--- src/rtl/qpu_evt_sched_pkg.sv ---
// Shared definitions for the QPU timed event scheduler.
// Holds the default widths, the scheduler state encoding and the helper
// that sizes one buffered event (time, wire data, channel mask).
package qpu_evt_sched_pkg;

  localparam int QPU_TIME_WIDTH       = 32;
  localparam int QPU_EVENT_WIRE_WIDTH = 16;
  localparam int QPU_EVENT_NUM        = 8;

  typedef enum logic [1:0] {
    ST_IDLE  = 2'd0,
    ST_RUN   = 2'd1,
    ST_DRAIN = 2'd2
  } sched_state_e;

  function automatic int qpu_entry_width(input int time_w, input int data_w, input int evt_num);
    return time_w + data_w + evt_num;
  endfunction

  localparam int QPU_ENTRY_WIDTH =
    qpu_entry_width(QPU_TIME_WIDTH, QPU_EVENT_WIRE_WIDTH, QPU_EVENT_NUM);

endpackage

--- src/rtl/qpu_evt_fifo.sv ---
// In-order event buffer for the scheduler.
// Ports:
//   clk, rst_n      clock, synchronous active-low reset
//   flush_i         discard all entries; a same-cycle push or pop is ignored
//   push_i, data_i  write request and entry (refused while full)
//   pop_i           remove the head (ignored while empty)
//   data_o          current head entry
//   full_o, empty_o occupancy flags
module qpu_evt_fifo #(
  parameter int WIDTH = 56,
  parameter int DEPTH = 4
) (
  input  logic             clk,
  input  logic             rst_n,
  input  logic             flush_i,
  input  logic             push_i,
  input  logic [WIDTH-1:0] data_i,
  input  logic             pop_i,
  output logic [WIDTH-1:0] data_o,
  output logic             full_o,
  output logic             empty_o
);

  localparam int AW = $clog2(DEPTH);
  localparam logic [AW:0] PTR_ONE = (AW+1)'(1);

  logic [AW:0]      wr_ptr_q, wr_ptr_d;
  logic [AW:0]      rd_ptr_q, rd_ptr_d;
  logic [WIDTH-1:0] mem_q [DEPTH];
  logic             do_push, do_pop;

  // Extra pointer MSB separates full (wrapped once) from empty (same lap).
  assign full_o  = (wr_ptr_q[AW] != rd_ptr_q[AW]) &&
                   (wr_ptr_q[AW-1:0] == rd_ptr_q[AW-1:0]);
  assign empty_o = (wr_ptr_q == rd_ptr_q);

  // full_o is taken before any pop, so a pop never frees a slot for the
  // same-cycle push.
  assign do_push = push_i && !full_o && !flush_i;
  assign do_pop  = pop_i && !empty_o && !flush_i;

  always_comb begin
    wr_ptr_d = wr_ptr_q;
    rd_ptr_d = rd_ptr_q;
    if (flush_i) begin
      wr_ptr_d = '0;
      rd_ptr_d = '0;
    end else begin
      if (do_push) wr_ptr_d = wr_ptr_q + PTR_ONE;
      if (do_pop)  rd_ptr_d = rd_ptr_q + PTR_ONE;
    end
  end

  always_ff @(posedge clk) begin
    if (!rst_n) begin
      wr_ptr_q <= '0;
      rd_ptr_q <= '0;
    end else begin
      wr_ptr_q <= wr_ptr_d;
      rd_ptr_q <= rd_ptr_d;
    end
  end

  // Storage needs no reset; the pointers decide what is valid.
  always_ff @(posedge clk) begin
    if (do_push) mem_q[wr_ptr_q[AW-1:0]] <= data_i;
  end

  assign data_o = mem_q[rd_ptr_q[AW-1:0]];

endmodule

--- src/rtl/qpu_evt_sched.sv ---
// Timed event scheduler between the EXU event-issue path and the
// trigger/AWG interface. Events are buffered in issue order and fired,
// one per cycle, once the trigger timer reaches their timestamp.
// Ports:
//   clk, rst_n                     clock, synchronous active-low reset
//   i_start, i_stop, i_flush       sequence control
//   i_valid/i_ready, i_time,
//   i_data, i_mask                 event push interface
//   trigger_o_clk_ena              trigger timer enable
//   trigger_i_clk                  current trigger timer value
//   trigger_o_data/trigger_o_valid fired event data and per-channel strobe
//   o_late                         fired event was past due
//   o_active                       sequence running or events pending
//
// state    | meaning
// ST_IDLE  | timer stopped, nothing fires; waits for i_start
// ST_RUN   | timer enabled, head fires when due; i_stop moves to drain
// ST_DRAIN | as RUN until the buffer empties, then back to idle
module qpu_evt_sched
  import qpu_evt_sched_pkg::*;
#(
  parameter int TIME_W  = QPU_TIME_WIDTH,
  parameter int DATA_W  = QPU_EVENT_WIRE_WIDTH,
  parameter int EVT_NUM = QPU_EVENT_NUM,
  parameter int DEPTH   = 4
) (
  input  logic               clk,
  input  logic               rst_n,
  input  logic               i_start,
  input  logic               i_stop,
  input  logic               i_flush,
  input  logic               i_valid,
  output logic               i_ready,
  input  logic [TIME_W-1:0]  i_time,
  input  logic [DATA_W-1:0]  i_data,
  input  logic [EVT_NUM-1:0] i_mask,
  output logic               trigger_o_clk_ena,
  input  logic [TIME_W-1:0]  trigger_i_clk,
  output logic [DATA_W-1:0]  trigger_o_data,
  output logic [EVT_NUM-1:0] trigger_o_valid,
  output logic               o_late,
  output logic               o_active
);

  localparam int ENTRY_W = qpu_entry_width(TIME_W, DATA_W, EVT_NUM);

  logic [ENTRY_W-1:0] push_entry, head_entry;
  logic [TIME_W-1:0]  head_time;
  logic [DATA_W-1:0]  head_data;
  logic [EVT_NUM-1:0] head_mask;
  logic               fifo_full, fifo_empty;
  logic               sched_on, fire, fire_late;

  sched_state_e       state_q, state_d;
  logic [EVT_NUM-1:0] valid_q;
  logic [DATA_W-1:0]  data_q;
  logic               late_q;

  assign push_entry = {i_time, i_data, i_mask};
  assign head_time  = head_entry[ENTRY_W-1 -: TIME_W];
  assign head_data  = head_entry[EVT_NUM +: DATA_W];
  assign head_mask  = head_entry[EVT_NUM-1:0];

  qpu_evt_fifo #(
    .WIDTH (ENTRY_W),
    .DEPTH (DEPTH)
  ) u_fifo (
    .clk     (clk),
    .rst_n   (rst_n),
    .flush_i (i_flush),
    .push_i  (i_valid),
    .data_i  (push_entry),
    .pop_i   (fire),
    .data_o  (head_entry),
    .full_o  (fifo_full),
    .empty_o (fifo_empty)
  );

  assign sched_on  = (state_q == ST_RUN) || (state_q == ST_DRAIN);
  // Plain unsigned compare: the timer never wraps within a sequence.
  assign fire      = !i_flush && sched_on && !fifo_empty && (trigger_i_clk >= head_time);
  assign fire_late = trigger_i_clk > head_time;

  always_comb begin
    state_d = state_q;
    unique case (state_q)
      ST_IDLE:  if (i_start)    state_d = ST_RUN;
      ST_RUN:   if (i_stop)     state_d = ST_DRAIN;
      ST_DRAIN: if (fifo_empty) state_d = ST_IDLE;
      default:                  state_d = ST_IDLE;
    endcase
    if (i_flush) state_d = ST_IDLE;
  end

  always_ff @(posedge clk) begin
    if (!rst_n) begin
      state_q <= ST_IDLE;
      valid_q <= '0;
      data_q  <= '0;
      late_q  <= 1'b0;
    end else begin
      state_q <= state_d;
      valid_q <= fire ? head_mask : '0;
      late_q  <= fire && fire_late;
      if (fire) data_q <= head_data;
    end
  end

  assign i_ready           = !fifo_full;
  // In DRAIN the timer stops as soon as nothing is left to fire.
  assign trigger_o_clk_ena = (state_q == ST_RUN) || ((state_q == ST_DRAIN) && !fifo_empty);
  assign trigger_o_valid   = valid_q;
  assign trigger_o_data    = data_q;
  assign o_late            = late_q;
  assign o_active          = (state_q != ST_IDLE) || !fifo_empty;

endmodule

--- config.mk ---
export PLATFORM = sky130hd
export DESIGN_NAME = qpu_evt_sched
export DESIGN_NICKNAME = d
export VERILOG_FILES = /design/src/rtl/qpu_evt_sched_pkg.sv /design/src/rtl/qpu_evt_fifo.sv /design/src/rtl/qpu_evt_sched.sv
export SDC_FILE = /design/constraint.sdc
export NUM_CORES = 1
export LEC_CHECK = 0
export ABC_CLOCK_PERIOD_IN_PS = 6100
export CORE_ASPECT_RATIO = 0.9
export CORE_MARGIN = 4
export CORE_UTILIZATION = 55
export CTS_CLUSTER_DIAMETER = 100
export CTS_CLUSTER_SIZE = 30
export DETAILED_ROUTE_END_ITERATION = 10
export GPL_TIMING_DRIVEN = 0
export HOLD_SLACK_MARGIN = 0.03
export PLACE_DENSITY = 0.79
export SLEW_MARGIN = 20
export SYNTH_ARGS = -nofsm -noshare
export SYNTH_HDL_FRONTEND = slang
export SYNTH_SLANG_ARGS = --single-unit
export TNS_END_PERCENT = 50
--- constraint.sdc ---
create_clock -name clk -period 6.1 [get_ports clk]
set_input_delay 1.22 -clock clk [delete_from_list [all_inputs] [get_ports clk]]
set_output_delay 1.22 -clock clk [all_outputs]
set_load 0.01 [all_outputs]
==> results.toml, run 1 <==
[placement]
portBuffers = 121
routabilityCongestion = 0.7770
place_ws_ns = 2.051
post-dp-hpwl_um = 13710
dpl_cell_area_um2 = 12050

[die]
core_um2 = 18520
io_pins = 122
dieArea_um2 = 21200
rows = 47
die_h_um = 138.5
start_util_pct = 56.22
die-width_um = 153.0

[timing]
setup_violations = 0
rsz0062_at_grt = "no"
slew_headroom_pct = 39.52
fin_ws_ns = 1.982
fin_worst_skew_ns = 0.01122
fmax_ghz = 0.2428
fin_crit_ns = 4.118
slew_viol_final = 0
tns_ns = 0
period_share_pct = 67.51
hold_viol = 0
worst_pin_slew_ns = 0.9071

[route]
antenna_left = 0
vias = 5507
route.detailed.drc = 0
drt-total-wl_um = 20390
viasPerCell = 5.725
drt_iter0_drc = 316
dr.pass1.iters = 5
drt-wirelength-per-cell_um = 21.20

[power]
switching_power_mw = 0.6054
p_int_mw = 2.454
total_power_mw = 3.060
swShare_pct = 19.79
seq_power_share_pct = 64.0
p_per_area_nw_per_um2 = 246.6
pwr-share-comb_pct = 6.3
ir_drop_mv = 0.1853
power.leakage_nw = 4.145
p_clk_share_pct = 29.7

[cells_and_area]
layout_commonest_cell = "edfxtp_1"
drive_gt1_share_pct = 13.95
area_growth_pct = 19.15
fin_nets = 848
post-route-util_pct = 66.98
num-fill-cells = 1223
post-route-cell-area_um2 = 12410
num_antenna_cells = 0
mostFrequentLayoutCells = "edfxtp_1, clkdlybuf4s50_1, mux4_2, inv_1, ha_1"

[clocking]
cts_buffer_depth = 3
clk_pin_slew_ns = 0.11
cts.sinks = 259
cts_buffers = 12
cts-htree-levels = 1
cts_resized = 0
cts-root-buf = "clkbuf_16"
cts_tree = "yes"
cts-hold-fix-buffers = 0
cts_setup_buffers = 0
clkLatencyLatePin_ns = 0.47

[worst_setup_path]
path_max_fanout = 10
start_kind = "flip-flop"
crit_type = "flip-flop to flip-flop"
cp.required_ns = 6.51
cp-end-kind = "flip-flop"
arrival_ns = 4.53

[global_route]
grt_pass1_wl_um = 31670
grt_pass1_vias = 5778
antenna_found_initial = 0
grt_overflow = 0
grt_max_degree = 45
grt_usage_pct = 18.96

[synth]
ys_seq_area_share_pct = 71.32
synth_ff_type = "edfxtp_1"
synth.avg_cell_area_um2 = 18.14
ys_seq_elements = 259
ys_types = 46
async_flop_share_pct = 0
syn_area_um2 = 10410
synth_warnings = 0
synth_edf_count = 224
synth_nets = 709
syn_inst = 574

[min_path]
holdCritPathClass = "flip-flop to flip-flop"

[status]
status = "finished, final reports clean"

[flow_run]
cap_violations = 0
==> area by class of cell <==
cell class / count / area, um2 / area share [%]
Buffer: 20 / 103.9 / 0.8369
Clock inverter: 1 / 16.27 / 0.1311
Tap cell: 245 / 306.5 / 2.470
Multi-Input combinational cell: 254 / 2739 / 22.07
Sequential cell: 259 / 7427 / 59.86
Clock buffer: 17 / 340.3 / 2.743
Timing Repair Buffer: 125 / 1321 / 10.65
Inverter: 41 / 153.9 / 1.240
==> cells by family after synthesis <==
kind of cell,after synthesis,synth area share (%)
muxes,58,12.35
and+or+nand+nor,70,3.532
buffers and inverters,61,2.475
AOI/OAI and AO/OA,79,4.818
xor gates and xnor gates,6,0.5767
DFF,259,71.32
adders and majority gates,41,4.926
==> sequential cells by signal, summed over array words and instances (netlist names), named ones only <==
name	count
o_late	1
state_q	2
trigger_o_data	16
trigger_o_valid	8
u_fifo.mem_q	224
u_fifo.rd_ptr_q	3
u_fifo.wr_ptr_q	3
==> cell usage after synthesis, types with 2 or more instances <==
cell type | count | share of area, %
clkbuf_1 | 7 | 0.25
a211oi_1 | 2 | 0.14
inv_1 | 41 | 1.5
xnor2_1 | 4 | 0.34
nand2b_1 | 2 | 0.12
buf_6 | 2 | 0.22
edfxtp_1 | 224 | 65
nand3_1 | 21 | 1.0
ha_1 | 41 | 4.9
buf_1 | 2 | 0.072
a21o_1 | 3 | 0.22
buf_2 | 6 | 0.29
a21oi_1 | 32 | 1.5
and2_1 | 4 | 0.24
nor2_1 | 12 | 0.43
and4_1 | 4 | 0.34
nand4_1 | 3 | 0.18
o21ai_0 | 23 | 1.1
o21a_1 | 3 | 0.22
clkbuf_2 | 2 | 0.096
dfxtp_1 | 35 | 6.7
nand2_1 | 10 | 0.36
o21ai_2 | 2 | 0.17
nor3_1 | 4 | 0.19
mux4_2 | 56 | 12
nor2b_1 | 9 | 0.54
==> per-stage QoR <==
step | hold WS [ns] | instances
after floorplan | 0.4915 | 574
after global placement | 0.4585 | 940
after detailed placement | 0.4659 | 944
after CTS | 0.4822 | 962
after global routing | 0.5082 | 962
final | 0.4817 | 962
==> layer usage <==
layer | global-route usage [%] | part of all wire (%)
met5 | 0 | 0
met4 | 4.266 | 1.8
met3 | 2.964 | 5.9
met2 | 32.31 | 51
met1 | 26.25 | 41
==> worst max-delay path: stages, from the launching register on <==
cell	delay (ns)
dfxtp_1	0.34
clkbuf_1	0.52
clkbuf_1	0.59
mux4_2	0.33
inv_1	0.06
ha_1	0.29
nand4_1	0.20
nor4_2	0.55
o31a_1	0.27
o311a_2	0.23
buf_4	0.17
clkbuf_2	0.23
o21ai_0	0.13
a21oi_1	0.14
==> worst paths after layout <==
kind	from	endpoint	slack, ns	depth (start not counted)
max reg2reg	flip-flop	trigger_o_data[10]$_SDFFE_PN0N_	1.98	13
min	trigger_o_data[8]$_SDFFE_PN0N_	trigger_o_data[8]$_SDFFE_PN0N_	0.48	2
min reg2reg	trigger_o_data[8]$_SDFFE_PN0N_	trigger_o_data[8]$_SDFFE_PN0N_	0.48	2
max	flip-flop	trigger_o_data[10]$_SDFFE_PN0N_	1.98	13
==> power groups by stage <==
| stage | logic (mW) | registers [mW] | clock network (mW) |
|---|---|---|---|
| final | 0.194 | 1.96 | 0.908 |
| after global routing | 0.213 | 1.96 | 0.993 |
| after CTS | 0.195 | 1.96 | 0.932 |
| after detailed placement | 0.194 | 2.00 | 0 |
| after global placement | 0.179 | 2.00 | 0 |
| after floorplan | 0.0797 | 2.00 | 0 |
Note: power is estimated with default switching activity, not from simulation.
==> inputs of run 2 (changes only) <==
--- a/config.mk
+++ b/config.mk
@@ -5,16 +5,16 @@
 export SDC_FILE = /design/constraint.sdc
 export NUM_CORES = 1
 export LEC_CHECK = 0
-export ABC_CLOCK_PERIOD_IN_PS = 6100
+export ABC_CLOCK_PERIOD_IN_PS = 3650
 export CORE_ASPECT_RATIO = 0.9
 export CORE_MARGIN = 4
-export CORE_UTILIZATION = 55
+export CORE_UTILIZATION = 50
 export CTS_CLUSTER_DIAMETER = 100
 export CTS_CLUSTER_SIZE = 30
 export DETAILED_ROUTE_END_ITERATION = 10
 export GPL_TIMING_DRIVEN = 0
 export HOLD_SLACK_MARGIN = 0.03
-export PLACE_DENSITY = 0.79
+export PLACE_DENSITY = 0.75
 export SLEW_MARGIN = 20
 export SYNTH_ARGS = -nofsm -noshare
 export SYNTH_HDL_FRONTEND = slang
==> constraint.sdc (replaced) <==
create_clock -name clk -period 3.65 [get_ports clk]
set_input_delay 0.73 -clock clk [delete_from_list [all_inputs] [get_ports clk]]
set_output_delay 0.73 -clock clk [all_outputs]
set_load 0.01 [all_outputs]
==> run 2 against run 1 <==
Against the previous run:
- fmax grew 19%
- final cell count up 1.1%
- register-to-register slack got worse by 1.8 ns
- total power grew 68%
- die area increased by 9.4%
- utilization down 5.3 points
- global-route usage decreased by 1.9 points
- critical path type unchanged
- largest cell class unchanged
- largest power group unchanged
==> results.toml, run 2 (synthesis results as in run 1) <==
[worst_setup_path]
arrival_ns = 3.81
max_stage_delay_ns = 0.51
path_cells = "buf_6 -> buf_8 -> mux4_2 -> inv_1 -> ha_1 -> and4_1 -> o31a_1 -> o311a_2 -> buf_4 -> clkbuf_4 -> o21ai_0 -> a21oi_1"
reg2reg_setup_slack_ns = 0.18
reg2regPathDepth = 12
cp-end-kind = "flip-flop"
path_max_fanout = 10
cp.required_ns = 4.00
crit_type = "flip-flop to flip-flop"
start_kind = "flip-flop"
slowest_stage = "mux4_2"

[timing]
fin_ws_ns = 0.1847
hold_viol = 0
fin_crit_ns = 3.465
slew_viol_final = 0
slew_headroom_pct = 42.99
fin_worst_skew_ns = 0.01561
worst_pin_slew_ns = 0.8552
period_share_pct = 94.94
holdWs_ns = 0.4749
setup_violations = 0
rsz0062_at_grt = "no"
fmax_ghz = 0.2886

[clocking]
cts_buffer_depth = 3
cts.sinks = 259
cts-root-buf = "clkbuf_16"
cts-htree-levels = 1
cts-hold-fix-buffers = 0
clk_pin_slew_ns = 0.11
cts_tree = "yes"
clkLatencyLatePin_ns = 0.48
cts_buffers = 12

[die]
rows = 49
core_um2 = 20230
io_pins = 122
dieArea_um2 = 23200
die_h_um = 144.9
start_util_pct = 51.47
die-width_um = 160.1

[global_route]
grt_pass1_vias = 5729
grt_pass1_wl_um = 31140
grt_max_degree = 36
grt_overflow = 0
grt_usage_pct = 17.04
antenna_found_initial = 0

[power]
seq_power_share_pct = 63.6
ir_drop_mv = 0.4007
pwr-share-comb_pct = 6.3
p_clk_share_pct = 30.1
p_int_mw = 4.126
p_per_area_nw_per_um2 = 412.5
total_power_mw = 5.145
power.leakage_nw = 4.168
swShare_pct = 19.80
switching_power_mw = 1.019

[route]
antenna_left = 0
dr.pass1.iters = 4
drt_iter0_drc = 327
drt-total-wl_um = 20250
drt-wirelength-per-cell_um = 20.81
viasPerCell = 5.602
route.detailed.drc = 0
vias = 5451

[min_path]
hold_path_end = "trigger_o_data[9]$_SDFFE_PN0N_"
holdCritPathClass = "flip-flop to flip-flop"
holdPathStages = 2
worstHoldStart = "trigger_o_data[9]$_SDFFE_PN0N_"

[cells_and_area]
post-route-cell-area_um2 = 12470
area_growth_pct = 19.76
mostFrequentLayoutCells = "edfxtp_1, clkdlybuf4s50_1, mux4_2, inv_1, ha_1"
largest_register_ffs = 224
fin_nets = 847
drive_gt1_share_pct = 14.90
num_antenna_cells = 0
post-route-util_pct = 61.65
num-fill-cells = 1472
layout_commonest_cell = "edfxtp_1"

[flow_run]
cap_violations = 0

[placement]
place_ws_ns = -0.5602
dpl_cell_area_um2 = 12030
portBuffers = 121
post-dp-hpwl_um = 13820
routabilityCongestion = 0.7363

[status]
status = "finished, final reports clean"
[run 2: changes by cell type in the layout (fill, tap and decap cells not counted), moves of 2 or more]
cell,before,now
clkbuf_1,11,8
buf_16,4,0
buf_12,0,4
buf_6,2,5
clkbuf_2,2,4
buf_2,6,2
[run 2: repair_timing]
| action | 4_1_cts | 5_1_grt |
|---|---|---|
| pin swaps | 0 | 2 |
| gates resized for setup | 12 | 10 |
| buffers inserted | 0 | 0 |
| setup endpoints to repair | 29 | 20 |
[run 2: routing by layer]
metal / part of all wire (%) / GRT usage [%] / vias up
met5: 0 / 0 / -
met4: 2.0 / 3.742 / 0
met3: 3.8 / 2.609 / 25
met2: 52 / 30.23 / 122
met1: 42 / 22.52 / 2774
li1: - / - / 2530
[run 2: stage by stage]
stage	cells	setup TNS, ns
global placement	950	-203.51
CTS	973	0
global route	973	0
floorplan	574	0
detailed placement	954	-11.21
finish	973	0
[run 2: critical path, delay by kind of cell (launching register included)]
family                   cells  cell delay, ns
buffers and inverters        5            0.90
multiplexers                 1            0.51
adder cells (fa/ha/maj)      1            0.26
AO/OA/AOI/OAI                4            1.08
AND/OR/NAND/NOR              1            0.22
flip-flops                   1            0.36
[run 2: area by class of cell]
class,instances,area (um2),area share [%]
sequential,259,7428,59.56
multi-input combinational,254,2771,22.22
timing repair buffer,125,1291,10.35
clock buffer,19,357.8,2.869
tap,255,319.1,2.558
inverter,41,153.9,1.234
buffer,19,138.9,1.114
clock inverter,1,11.26,0.09029
[run 2: worst max path at each step]
stage,start,endpoint,slack (ns),depth (start not counted)
2_1_floorplan,flip-flop,u_fifo.rd_ptr_q[2]$_SDFFE_PP0P_,0.39,11
3_3_place_gp,i_valid,u_fifo.mem_q[3][30]$_DFFE_PP_,-0.89,5
3_5_place_dp,flip-flop,flip-flop,-0.56,11
4_1_cts,flip-flop,trigger_o_data[0]$_SDFFE_PN0N_,0.04,12
5_1_grt,flip-flop,u_fifo.rd_ptr_q[1]$_SDFFE_PP0P_,0.009,13
6_report,flip-flop,flip-flop,0.18,12
[run 2: power groups by stage]
| stage | Combinational (mW) | Clock [mW] | Sequential (mW) |
|---|---|---|---|
| 6_report | 0.323 | 1.55 | 3.27 |
| 5_1_grt | 0.353 | 1.69 | 3.28 |
| 4_1_cts | 0.324 | 1.60 | 3.27 |
| 3_5_place_dp | 0.320 | 0 | 3.34 |
| 3_3_place_gp | 0.300 | 0 | 3.34 |
| 2_1_floorplan | 0.133 | 0 | 3.34 |
==> inputs of run 3 (changes only) <==
--- a/config.mk
+++ b/config.mk
@@ -15,6 +15,7 @@
 export GPL_TIMING_DRIVEN = 0
 export HOLD_SLACK_MARGIN = 0.03
 export PLACE_DENSITY = 0.75
+export REMOVE_ABC_BUFFERS = 1
 export SLEW_MARGIN = 20
 export SYNTH_ARGS = -nofsm -noshare
 export SYNTH_HDL_FRONTEND = slang
==> run 3 against run 2 <==
Against the previous run:
- critical path depth fell by 2
- clock power is 3% lower
- worst setup slack improved by 0.11 ns
- critical path type unchanged
- highest routed layer is now met5
==> results.toml, run 3 (synthesis results as in run 1) <==
[status]
status = "finished, final reports clean"

[timing]
rsz0062_at_grt = "no"
fmax_ghz = 0.2984
setup_violations = 0
fin_worst_skew_ns = 0.01964
period_share_pct = 91.83
hold_viol = 0
fin_crit_ns = 3.352
slew_headroom_pct = 42.54
worst_pin_slew_ns = 0.8528
slew_viol_final = 0
fin_ws_ns = 0.2983

[clocking]
cts-root-buf = "clkbuf_16"
cts_tree = "yes"
clk_pin_slew_ns = 0.11
cts_buffers = 12
cts-hold-fix-buffers = 0
cts_buffer_depth = 3
cts.sinks = 259
cts-htree-levels = 1
clkLatencyLatePin_ns = 0.48

[route]
drt-wirelength-per-cell_um = 20.35
vias = 5396
drt_iter0_drc = 257
drt-total-wl_um = 19600
dr.pass1.iters = 4
antenna_left = 0
viasPerCell = 5.603
route.detailed.drc = 0

[placement]
place_ws_ns = -0.3920
dp.cells = 936
portBuffers = 121
routabilityCongestion = 0.6964
dpl_cell_area_um2 = 12000
post-dp-hpwl_um = 12830

[cells_and_area]
area_growth_pct = 19.63
final_cell_count_no_fill = 963
num-fill-cells = 1451
num_antenna_cells = 0
largest_register_ffs = 224
post-route-cell-area_um2 = 12460
fin_nets = 837
multi_input_area_um2 = 2775
layout_commonest_cell = "edfxtp_1"
register_area_um2 = 7435
mostFrequentLayoutCells = "edfxtp_1, clkdlybuf4s50_1, mux4_2, inv_1, ha_1"
drive_gt1_share_pct = 14.12

[power]
pwr-share-comb_pct = 6.2
ir_drop_mv = 0.3659
swShare_pct = 19.45
p_int_mw = 4.105
seq_power_share_pct = 64.2
p_per_area_nw_per_um2 = 409.0
p_clk_share_pct = 29.6
switching_power_mw = 0.9909
power.leakage_nw = 4.135

[worst_setup_path]
start_kind = "flip-flop"
path_cells = "buf_12 -> mux4_2 -> inv_1 -> ha_1 -> nand4_1 -> nor4_4 -> o31a_1 -> o311a_4 -> o21ai_2 -> mux2_4"
arrival_ns = 3.72
slowest_stage = "dfxtp_4"
cp.required_ns = 4.02
cp-end-kind = "flip-flop"
max_stage_delay_ns = 0.66
path_buf_inv = 2
path_max_fanout = 29
crit_type = "flip-flop to flip-flop"
crit_family = "compound AO/OA/AOI/OAI gates"

[global_route]
grt_max_degree = 33
grt_use_met3_pct = 4.169
grt_util_met1_pct = 22.36
antenna_found_initial = 3
grt_overflow = 0
grt_pass1_vias = 5738
grt_pass1_wl_um = 31230
grt_usage_pct = 16.91
top_usage_layer = "met2"
grt_util_met2_pct = 29.39

[die]
die_h_um = 144.9
io_pins = 122
start_util_pct = 51.47
die-width_um = 160.1
rows = 49
core_um2 = 20230
dieArea_um2 = 23200

[flow_run]
cap_violations = 0

[min_path]
holdCritPathClass = "flip-flop to flip-flop"
## run 3: changes by cell type in the layout (fill, tap and decap cells not counted), moves of 2 or more
cell | before | now
buf_12 | 4 | 7
dfxtp_4 | 0 | 2
clkbuf_1 | 8 | 6
buf_2 | 2 | 0
buf_6 | 5 | 0
clkbuf_2 | 4 | 0
buf_4 | 2 | 5
## run 3: cell type report
class	instances	area share [%]
flip-flops and latches	259	59.68
multi-input cells	254	22.28
repair buffers	134	11.37
clock buffers	19	2.792
well taps	255	2.561
inverters	41	1.235
clock inverters	1	0.09039
## run 3: power by group through the flow
stage | clock, mW | sequential, mW | combinational [mW]
after floorplan | 0 | 3.34 | 0.131
after global placement | 0 | 3.34 | 0.293
after detailed placement | 0 | 3.34 | 0.314
after CTS | 1.55 | 3.27 | 0.317
after global routing | 1.66 | 3.27 | 0.350
final | 1.51 | 3.27 | 0.316
## run 3: per-stage QoR
| step | total power [mW] | util (%) | hold WS [ns] | TNS [ns] |
|---|---|---|---|---|
| after detailed placement | 3.654 | 59.29 | 0.4628 | -6.877 |
| after floorplan | 3.471 | - | 0.4915 | -37.20 |
| after global placement | 3.634 | 58.52 | 0.4562 | -275.05 |
| after CTS | 5.135 | 61.35 | 0.4781 | 0 |
| after global routing | 5.289 | 61.58 | 0.4948 | 0 |
| final | 5.096 | 61.58 | 0.4754 | 0 |
## run 3: per-layer routing
metal / wire [um] / part of all wire [%]
met5: 36 / 0.18
met4: 250 / 1.3
met3: 1165 / 5.9
met1: 8501 / 43
met2: 9645 / 49
## run 3: repair_timing
| action | 4_1_cts | 5_1_grt |
|---|---|---|
| resized for setup | 2 | 2 |
| buffers inserted | 3 | 4 |
| endpoints found under the setup margin | 29 | 29 |
| endpoints found under the hold margin | 0 | 0 |
| pin swaps | 1 | 1 |
## run 3: worst register-to-register path: cells and delay by family (launching register included)
family / cells / cell delay, ns
AO/OA/AOI/OAI: 3 / 0.79
flip-flops: 1 / 0.66
AND/OR/NAND/NOR: 2 / 0.65
multiplexers: 2 / 0.55
buffers and inverters: 2 / 0.31
adder cells (fa/ha/maj): 1 / 0.28
## run 3: path summary, 6_finish.rpt
| check | from | end | slack (ns) | cells past startpoint |
|---|---|---|---|---|
| max | flip-flop | u_fifo.rd_ptr_q[2]$_SDFFE_PP0P_ | 0.30 | 10 |
| min | trigger_o_data[13]$_SDFFE_PN0N_ | trigger_o_data[13]$_SDFFE_PN0N_ | 0.48 | 2 |
| max reg2reg | flip-flop | u_fifo.rd_ptr_q[2]$_SDFFE_PP0P_ | 0.30 | 10 |
| min reg2reg | trigger_o_data[13]$_SDFFE_PN0N_ | trigger_o_data[13]$_SDFFE_PN0N_ | 0.48 | 2 |
